<file path="config.mk">
export PLATFORM = sky130hd
export DESIGN_NAME = rr_bus_arbiter
export DESIGN_NICKNAME = d
export VERILOG_FILES = /design/src/rtl/rr_bus_arbiter.sv
export SDC_FILE = /design/constraint.sdc
export NUM_CORES = 1
export LEC_CHECK = 0
export ABC_AREA = 1
export CAP_MARGIN = 20
export CORE_UTILIZATION = 40
export CTS_BUF_LIST = sky130_fd_sc_hd__clkbuf_16
export DETAILED_ROUTE_END_ITERATION = 16
export PLACE_DENSITY = 0.72
export REMOVE_ABC_BUFFERS = 1
export SETUP_SLACK_MARGIN = 0.4
export SYNTH_ARGS = -nofsm -noshare
export SYNTH_HDL_FRONTEND = slang
export SYNTH_SLANG_ARGS = --single-unit
</file>
<file path="constraint.sdc">
create_clock -name clk -period 1.7 [get_ports clk]
set_input_delay 0.17 -clock clk [delete_from_list [all_inputs] [get_ports clk]]
set_output_delay 0.17 -clock clk [all_outputs]
set_load 0.02 [all_outputs]
</file>
<file path="src/rtl/rr_bus_arbiter.sv">
// Round-robin bus arbiter with a one-cycle all-low HANDOVER turnaround between owners.
// Define RR_ARB_TIMEOUT_EN to let a contended owner be revoked after TIMEOUT_CYCLES grant cycles.
module rr_bus_arbiter #(
    parameter int NUM_MASTERS    = 4,
    parameter int TIMEOUT_CYCLES = 16,
    parameter int ID_W           = 2
) (
    input  logic                   clk,
    input  logic                   bReset,
    input  logic [NUM_MASTERS-1:0] Breq,
    output logic [NUM_MASTERS-1:0] Bgnt,
    output logic                   BusBusy,
    output logic [ID_W-1:0]        GntId,
    output logic                   Timeout
);

    typedef enum logic [1:0] {IDLE, GRANT, HANDOVER} state_t;

    state_t                 state;
    logic [ID_W-1:0]        last_owner;
    logic [ID_W-1:0]        winner;
    logic [NUM_MASTERS-1:0] winner_onehot;
    logic                   found;
    int                     idx;

    if (NUM_MASTERS < 2 || NUM_MASTERS > 16 || TIMEOUT_CYCLES < 2 ||
        TIMEOUT_CYCLES > 255 || (1 << ID_W) < NUM_MASTERS) begin : g_param_check
        $error("rr_bus_arbiter: illegal parameter combination");
    end

    // First requester at or after last_owner+1, wrapping around.
    always_comb begin
        winner = '0;
        found  = 1'b0;
        idx    = 0;
        for (int k = 1; k <= NUM_MASTERS; k++) begin
            idx = (int'(last_owner) + k) % NUM_MASTERS;
            if (!found && Breq[ID_W'(idx)]) begin
                winner = ID_W'(idx);
                found  = 1'b1;
            end
        end
    end

    assign winner_onehot = {{(NUM_MASTERS-1){1'b0}}, 1'b1} << winner;

`ifdef RR_ARB_TIMEOUT_EN
    localparam logic [7:0] TENURE_MAX = 8'(TIMEOUT_CYCLES - 1);

    logic [7:0] tenure;
    logic       other_req;

    assign other_req = |(Breq & ~Bgnt);

    always_ff @(posedge clk or negedge bReset) begin
        if (!bReset) begin
            state      <= IDLE;
            Bgnt       <= '0;
            BusBusy    <= 1'b0;
            GntId      <= '0;
            Timeout    <= 1'b0;
            tenure     <= '0;
            last_owner <= ID_W'(NUM_MASTERS - 1);
        end else begin
            Timeout <= 1'b0;
            case (state)
                IDLE, HANDOVER: begin
                    if (|Breq) begin
                        state   <= GRANT;
                        Bgnt    <= winner_onehot;
                        BusBusy <= 1'b1;
                        GntId   <= winner;
                        tenure  <= '0;
                    end else begin
                        state   <= IDLE;
                        Bgnt    <= '0;
                        BusBusy <= 1'b0;
                    end
                end
                GRANT: begin
                    // Owner release takes precedence over a coincident revocation.
                    if (!Breq[GntId]) begin
                        state      <= HANDOVER;
                        Bgnt       <= '0;
                        BusBusy    <= 1'b0;
                        last_owner <= GntId;
                    end else if (tenure == TENURE_MAX && other_req) begin
                        state      <= HANDOVER;
                        Bgnt       <= '0;
                        BusBusy    <= 1'b0;
                        last_owner <= GntId;
                        Timeout    <= 1'b1;
                    end else if (tenure != TENURE_MAX) begin
                        tenure <= tenure + 8'd1;
                    end
                end
                default: begin
                    state   <= IDLE;
                    Bgnt    <= '0;
                    BusBusy <= 1'b0;
                end
            endcase
        end
    end
`else
    assign Timeout = 1'b0;

    always_ff @(posedge clk or negedge bReset) begin
        if (!bReset) begin
            state      <= IDLE;
            Bgnt       <= '0;
            BusBusy    <= 1'b0;
            GntId      <= '0;
            last_owner <= ID_W'(NUM_MASTERS - 1);
        end else begin
            case (state)
                IDLE, HANDOVER: begin
                    if (|Breq) begin
                        state   <= GRANT;
                        Bgnt    <= winner_onehot;
                        BusBusy <= 1'b1;
                        GntId   <= winner;
                    end else begin
                        state   <= IDLE;
                        Bgnt    <= '0;
                        BusBusy <= 1'b0;
                    end
                end
                GRANT: begin
                    if (!Breq[GntId]) begin
                        state      <= HANDOVER;
                        Bgnt       <= '0;
                        BusBusy    <= 1'b0;
                        last_owner <= GntId;
                    end
                end
                default: begin
                    state   <= IDLE;
                    Bgnt    <= '0;
                    BusBusy <= 1'b0;
                end
            endcase
        end
    end
`endif

endmodule

</file>
==> flow_summary_export.csv, run 1 <==
group,metric,value,unit
timing,tns,0,ns
clock_tree,clock_path_buffers,2,
timing,rsz0062_at_grt,"true",
pwr,swShare,47.5,%
die,rows,15,
cells_and_area,regArea,254,sq um
timing,period_share,91.3,%
global_route,antenna_found_initial,0,
pwr,p_leak,0.583,nW
status,status,"finished, final reports clean",
placed_design,gp_congestion,0.806,
logic_synthesis,synth_simple_gate_area_share,48.1,%
clock_tree,htreeDepth,1,
logic_synthesis,ys_seq_area_share,31.4,%
cells_and_area,num_antenna_cells,0,
logic_synthesis,synth_common_cells,"nand2_1 (26), nand2_2 (14), inv_1 (12)",
logic_synthesis,synth_compound_gate_area_share,9.80,%
logic_synthesis,synth.most_common_cell,"nand2_1",
die,fp.dieH,46.8,um
route,wl_per_cell,11.5,um
critical_path,crit_required,1.82,ns
cells_and_area,area_delta_synth_final,29.9,%
global_route,gr-total-overflow,0,
critical_path,reg2reg_depth,10,
global_route,gr-usage-all-layers,18.1,%
pwr,irDropWorstVdd,1.35,mV
route,first_pass_iters,4,
placed_design,hpwl,1290,um
logic_synthesis,synth_top_area_share,24.9,%
clock_tree,cts_tree,"built",
critical_path,start_kind,"flop",
clock_tree,clk_pin_slew_worst_paths,0.04,ns
pwr,powerDensity,2190,nW/um^2
pwr,p_int,1.20,mW
logic_synthesis,synthMuxAreaShare,0,%
logic_synthesis,syn-cell-area,805,sq um
critical_path,path_max_fanout,9,
logic_synthesis,synthTopCellsByArea,"dfrtp_1 (25%), nand2_1 (12%), nand2_2 (11%)",
critical_path,rr_startpoint,"last_owner[0]",
clock_tree,cts_made_buffers,3,
placed_design,io_buffers,12,
min_path,hold_path_class,"in -> async",
die,die-area,2190,sq um
die,die_width,46.8,um
logic_synthesis,synth_top_family_by_area,"simple AND/OR/NAND/NOR gates",
cells_and_area,num-nets-final,130,
route,via_per_inst,4.86,
clock_tree,cts_sinks,10,
run,maxCapViolations,0,
route,drt_iter0_drc,20,
cells_and_area,finalNonFillerCells,148,
pwr,comb_power_share,62.5,%
logic_synthesis,synth-async-reset-ratio,100,%
logic_synthesis,synth_top_area_cell,"dfrtp_1",
cells_and_area,drive_above_1_share,34.1,%
clock_tree,cts_root_buf,"clkbuf_16",
global_route,grt_pass1_vias,635,
clock_tree,postCtsHoldBufs,0,
pwr,fin_total_pwr,2.29,mW
logic_synthesis,yosysUniqueCellTypes,22,
logic_synthesis,synth_xor_area_share,0,%
logic_synthesis,ys_ff_latch,10,
critical_path,cp-end-kind,"flop",
logic_synthesis,synth_edf_count,0,
cells_and_area,multiInputGateArea,469,sq um
route,vias,720,
clock_tree,clk_latency,0.23,ns
timing,timing.fmax,644,MHz
critical_path,r2r-end,"Bgnt[0]",
pwr,pwr-share-seq,19.6,%
route,drc,0,
die,coreArea,1800,sq um
route,drtAntennaViolNets,0,
logic_synthesis,yosysWarningCount,0,
timing,period_needed,1.55,ns
timing,drv_slew,0,
pwr,power_frac_clock,17.9,%
logic_synthesis,synthAdderAreaFrac,0,%
cells_and_area,final_core_util,58.0,%
route,finalWirelength,1700,um
timing,setup_violations,0,
global_route,grt_max_degree,11,
logic_synthesis,syn_inst,105,
logic_synthesis,syn_avg_cell_area,7.66,sq um
global_route,grt_first_pass_wirelength,2770,um
pwr,p_sw,1.09,mW
logic_synthesis,synth_flop_cell,"dfrtp_1",
timing,hold_ws,0.256,ns
critical_path,crit_type,"reg -> reg",
die,start_util,44.7,%
critical_path,r2r_slack,0.15,ns
critical_path,crit_arrival,1.67,ns
die,ioPinCount,14,
timing,hold_viol,0,
timing,skew,0.00203,ns
cells_and_area,fillers,184,
placed_design,dpl.cell_count,142,
-- cell type report --
cell class	instances	area share [%]
Sequential cell	10	24.3
Clock buffer	3	7.19
Timing Repair Buffer	17	15.2
Tap cell	25	2.99
Inverter	14	5.03
Clock inverter	1	0.359
Multi-Input combinational cell	78	44.9
-- registers in the layout, summed over array words and instances (netlist names) --
register,cells
GntId,2
state,2
last_owner,2
Bgnt,4
-- power groups by stage --
| stage | Clock [mW] | Combinational (mW) | Sequential [mW] |
|---|---|---|---|
| CTS | 0.413 | 1.40 | 0.446 |
| global placement | 0 | 1.38 | 0.446 |
| finish | 0.410 | 1.43 | 0.448 |
| floorplan | 0 | 0.941 | 0.541 |
| detailed placement | 0 | 1.40 | 0.445 |
| global route | 0.430 | 1.59 | 0.460 |
-- layer usage --
layer / GRT usage, % / wire, um / vias up
met1: 25.4 / 797 / 339
li1: - / - / 368
met5: 0 / 0 / -
met2: 26.9 / 820 / 11
met4: 3.43 / 6 / 0
met3: 6.92 / 72 / 2
-- timing repair --
item / 4_1_cts / 5_1_grt
pin swaps: 1 / 2
resized for setup: 9 / 5
setup endpoints to repair: 15 / 7
buffers inserted: 1 / 1
-- how the worst max path moves through the flow --
| stage | from | cells after the start | endpoint | slack (ns) |
|---|---|---|---|---|
| final | last_owner[0] | 10 | Bgnt[0] | 0.15 |
| after global routing | last_owner[0] | 11 | Bgnt[1] | 0.04 |
| after CTS | last_owner[0] | 11 | Bgnt[1] | 0.13 |
| after detailed placement | Breq[0] | 11 | Bgnt[1] | 0.06 |
| after global placement | Breq[0] | 11 | Bgnt[1] | 0.08 |
| after floorplan | last_owner[0] | 11 | Bgnt[1] | 0.13 |
-- cell usage in the layout, fill, tap and decap left out, drive strengths merged --
cell / n
inv: 14
clkdlybuf4s50: 1
o21a: 1
o21bai: 2
conb: 1
dlygate4sd2: 8
nor4: 1
nand2: 45
a21oi: 2
clkinv: 1
nand3: 11
nor2: 4
dfstp: 2
clkbuf: 3
dfrtp: 8
dlymetal6s2s: 3
o21ai: 7
buf: 5
nand4: 4
-- through the flow --
stage / instance area (sq um) / setup slack [ns]
floorplan: 774 / 0.135
global placement: 948 / 0.0782
detailed placement: 948 / 0.0573
CTS: 1030 / 0.131
global route: 1040 / 0.0375
finish: 1040 / 0.148
-- critical path, stage by stage, from the launching register on --
cell      delay [ns]
dfstp_2         0.54
inv_2           0.09
nand2_1         0.08
nand2_2         0.07
nand2_4         0.09
nand2_4         0.07
nor2_8          0.10
nand4_2         0.08
nand2_2         0.12
buf_4           0.12
o21bai_2        0.06
-- cell families after synthesis --
group | count (synthesis)
compound gates | 12
other cells | 1
buf+inv | 17
flops | 10
simple gates | 65
Power figures use the tool's default switching activity.
==> run 2, diff against run 1 <==
--- a/config.mk
+++ b/config.mk
@@ -7,6 +7,7 @@
 export LEC_CHECK = 0
 export ABC_AREA = 1
 export CAP_MARGIN = 20
+export CORE_MARGIN = 5
 export CORE_UTILIZATION = 40
 export CTS_BUF_LIST = sky130_fd_sc_hd__clkbuf_16
 export DETAILED_ROUTE_END_ITERATION = 16
==> run 2 against run 1 <==
Against the previous run: first-iteration DRC count is 35% lower; total power is 3.6% higher; clock power is 1% higher; sequential power is 2% higher; cell count is 3.4% higher; sequential share of layout area is 1.1 points lower; core utilization is 2.0 points lower; highest routed layer unchanged.
==> flow_summary_export.csv, run 2 (synthesis results as in run 1) <==
group,metric,value,unit
global_route,gr-usage-met1,16.3,%
clock_tree,htreeDepth,1,
cells_and_area,largest_register_ffs,4,
die,start_util,41.4,%
pwr,comb_power_share,63.2,%
critical_path,path_cells,"inv_4, nand2_2, nand2_4, buf_4, nand4_1, nand2_1, inv_1, nand2_2, buf_4, o21bai_2",
global_route,antenna_found_initial,0,
placed_design,io_buffers,12,
die,fp.dieH,54.8,um
die,die_width,54.8,um
pwr,pwr-share-seq,19.3,%
pwr,power_frac_clock,17.6,%
min_path,hold_path_class,"in -> async",
critical_path,crit_type,"reg -> reg",
placed_design,placed_cell_area,951,sq um
clock_tree,clock_path_buffers,2,
route,drc,0,
clock_tree,clk_pin_slew_worst_paths,0.04,ns
clock_tree,postCtsHoldBufs,0,
critical_path,critPathMaxStageDelay,0.61,ns
cells_and_area,drive_above_1_share,37.3,%
critical_path,cp-end-kind,"flop",
status,status,"finished, final reports clean",
global_route,use_met3,3.81,%
timing,skew,0.00535,ns
timing,period_needed,1.55,ns
timing,tns,0,ns
cells_and_area,final_cell_mix,"nand2_1 (23), nand2_2 (16), inv_1 (12)",
timing,rsz0062_at_grt,"true",
critical_path,crit_slowest_cell,"dfstp_2",
die,rows,16,
critical_path,path_max_fanout,6,
timing,period_share,91.4,%
global_route,grt_first_pass_wirelength,2990,um
critical_path,crit_required,1.87,ns
route,first_pass_iters,4,
critical_path,crit_arrival,1.72,ns
clock_tree,cts_made_buffers,3,
placed_design,hpwl,1290,um
global_route,gr-total-overflow,0,
pwr,p_leak,0.605,nW
placed_design,gp_congestion,0.833,
global_route,grt_max_degree,11,
pwr,p_sw,1.11,mW
global_route,grt_pass1_vias,730,
clock_tree,cts_tree,"built",
route,drtAntennaViolNets,0,
cells_and_area,regArea,253,sq um
global_route,gr-max-usage-layer,"met2",
route,drt_iter0_drc,13,
cells_and_area,num-nets-final,133,
cells_and_area,area_delta_synth_final,35.1,%
timing,timing.fmax,644,MHz
cells_and_area,fillers,193,
timing,drv_slew,0,
global_route,grtUsageMet2,23.8,%
cells_and_area,regMostFlops,"Bgnt",
die,coreArea,1940,sq um
timing,setup_violations,0,
timing,hold_viol,0,
clock_tree,clk_latency,0.24,ns
run,maxCapViolations,0,
cells_and_area,final_common_cell,"nand2_1",
route,finalWirelength,1730,um
pwr,p_int,1.26,mW
cells_and_area,num_antenna_cells,0,
global_route,gr-usage-all-layers,14.0,%
clock_tree,cts_root_buf,"clkbuf_16",
cells_and_area,multiInputGateArea,482,sq um
die,ioPinCount,14,
pwr,swShare,46.7,%
route,wl_per_cell,11.3,um
clock_tree,cts_sinks,10,
critical_path,start_kind,"flop",
route,via_per_inst,4.80,
pwr,powerDensity,2180,nW/um^2
die,die-area,3010,sq um
cells_and_area,final_area,1090,sq um
route,vias,734,
pwr,irDropWorstVdd,1.30,mV
## run 2: power groups by stage
stage          registers [mW]  clock network, mW  logic (mW)
6_report                0.457              0.416        1.50
5_1_grt                 0.470              0.440        1.66
4_1_cts                 0.450              0.424        1.42
3_5_place_dp            0.444                  0        1.39
3_3_place_gp            0.444                  0        1.37
2_1_floorplan           0.541                  0       0.941
## run 2: metal layers
| metal | part of all wire (%) | vias to the layer above | wire length (um) |
|---|---|---|---|
| met2 | 49 | 14 | 857 |
| met4 | 1.8 | 0 | 32 |
| met3 | 4.4 | 5 | 77 |
| met5 | 0 | - | 0 |
| li1 | - | 373 | - |
| met1 | 44 | 342 | 766 |
## run 2: final timing paths
check,start,end,slack [ns],depth (start not counted)
setup / recovery,last_owner[1],Bgnt[0],0.15,10
hold / removal,bReset,Bgnt[3],0.24,1
min in group clk,Breq[0],state[0],0.39,3
max in group asynchronous,bReset,last_owner[0],1.12,1
hold reg to reg,Bgnt[1],Bgnt[1],0.48,2
setup reg to reg,last_owner[1],Bgnt[0],0.15,10
## run 2: layout make-up
type,count,area share [%]
Clock buffer,3,6.90
Clock inverter,1,0.345
Inverter,14,5.29
Multi-Input combinational cell,78,44.3
Sequential cell,10,23.2
Tap cell,27,3.11
Timing Repair Buffer,20,16.8
## run 2: worst max-delay path, delay by kind of cell, from the launching register on
| kind | cells | cell delay (ns) |
|---|---|---|
| flip-flops | 1 | 0.61 |
| AO/OA/AOI/OAI | 1 | 0.11 |
| AND/OR/NAND/NOR | 5 | 0.36 |
| buffers and inverters | 4 | 0.40 |
## run 2: per-stage QoR
| step | hold WS [ns] | total power [mW] | setup slack (ns) | utilization, % | std cells |
|---|---|---|---|---|---|
| after floorplan | -0.126 | 1.48 | 0.135 | - | 102 |
| after global routing | 0.273 | 2.57 | 0.0590 | 56.0 | 153 |
| after CTS | 0.256 | 2.29 | 0.156 | 53.9 | 151 |
| final | 0.242 | 2.37 | 0.146 | 56.0 | 153 |
| after global placement | 0.468 | 1.82 | 0.0967 | 49.0 | 144 |
| after detailed placement | 0.466 | 1.84 | 0.0838 | 49.0 | 144 |
## run 2: timing repair
item | in CTS | in global routing
setup buffers | 2 | 2
endpoints found under the setup margin | 14 | 9
resized for setup | 9 | 11
gates cloned | 1 | 0
pin swaps | 3 | 2
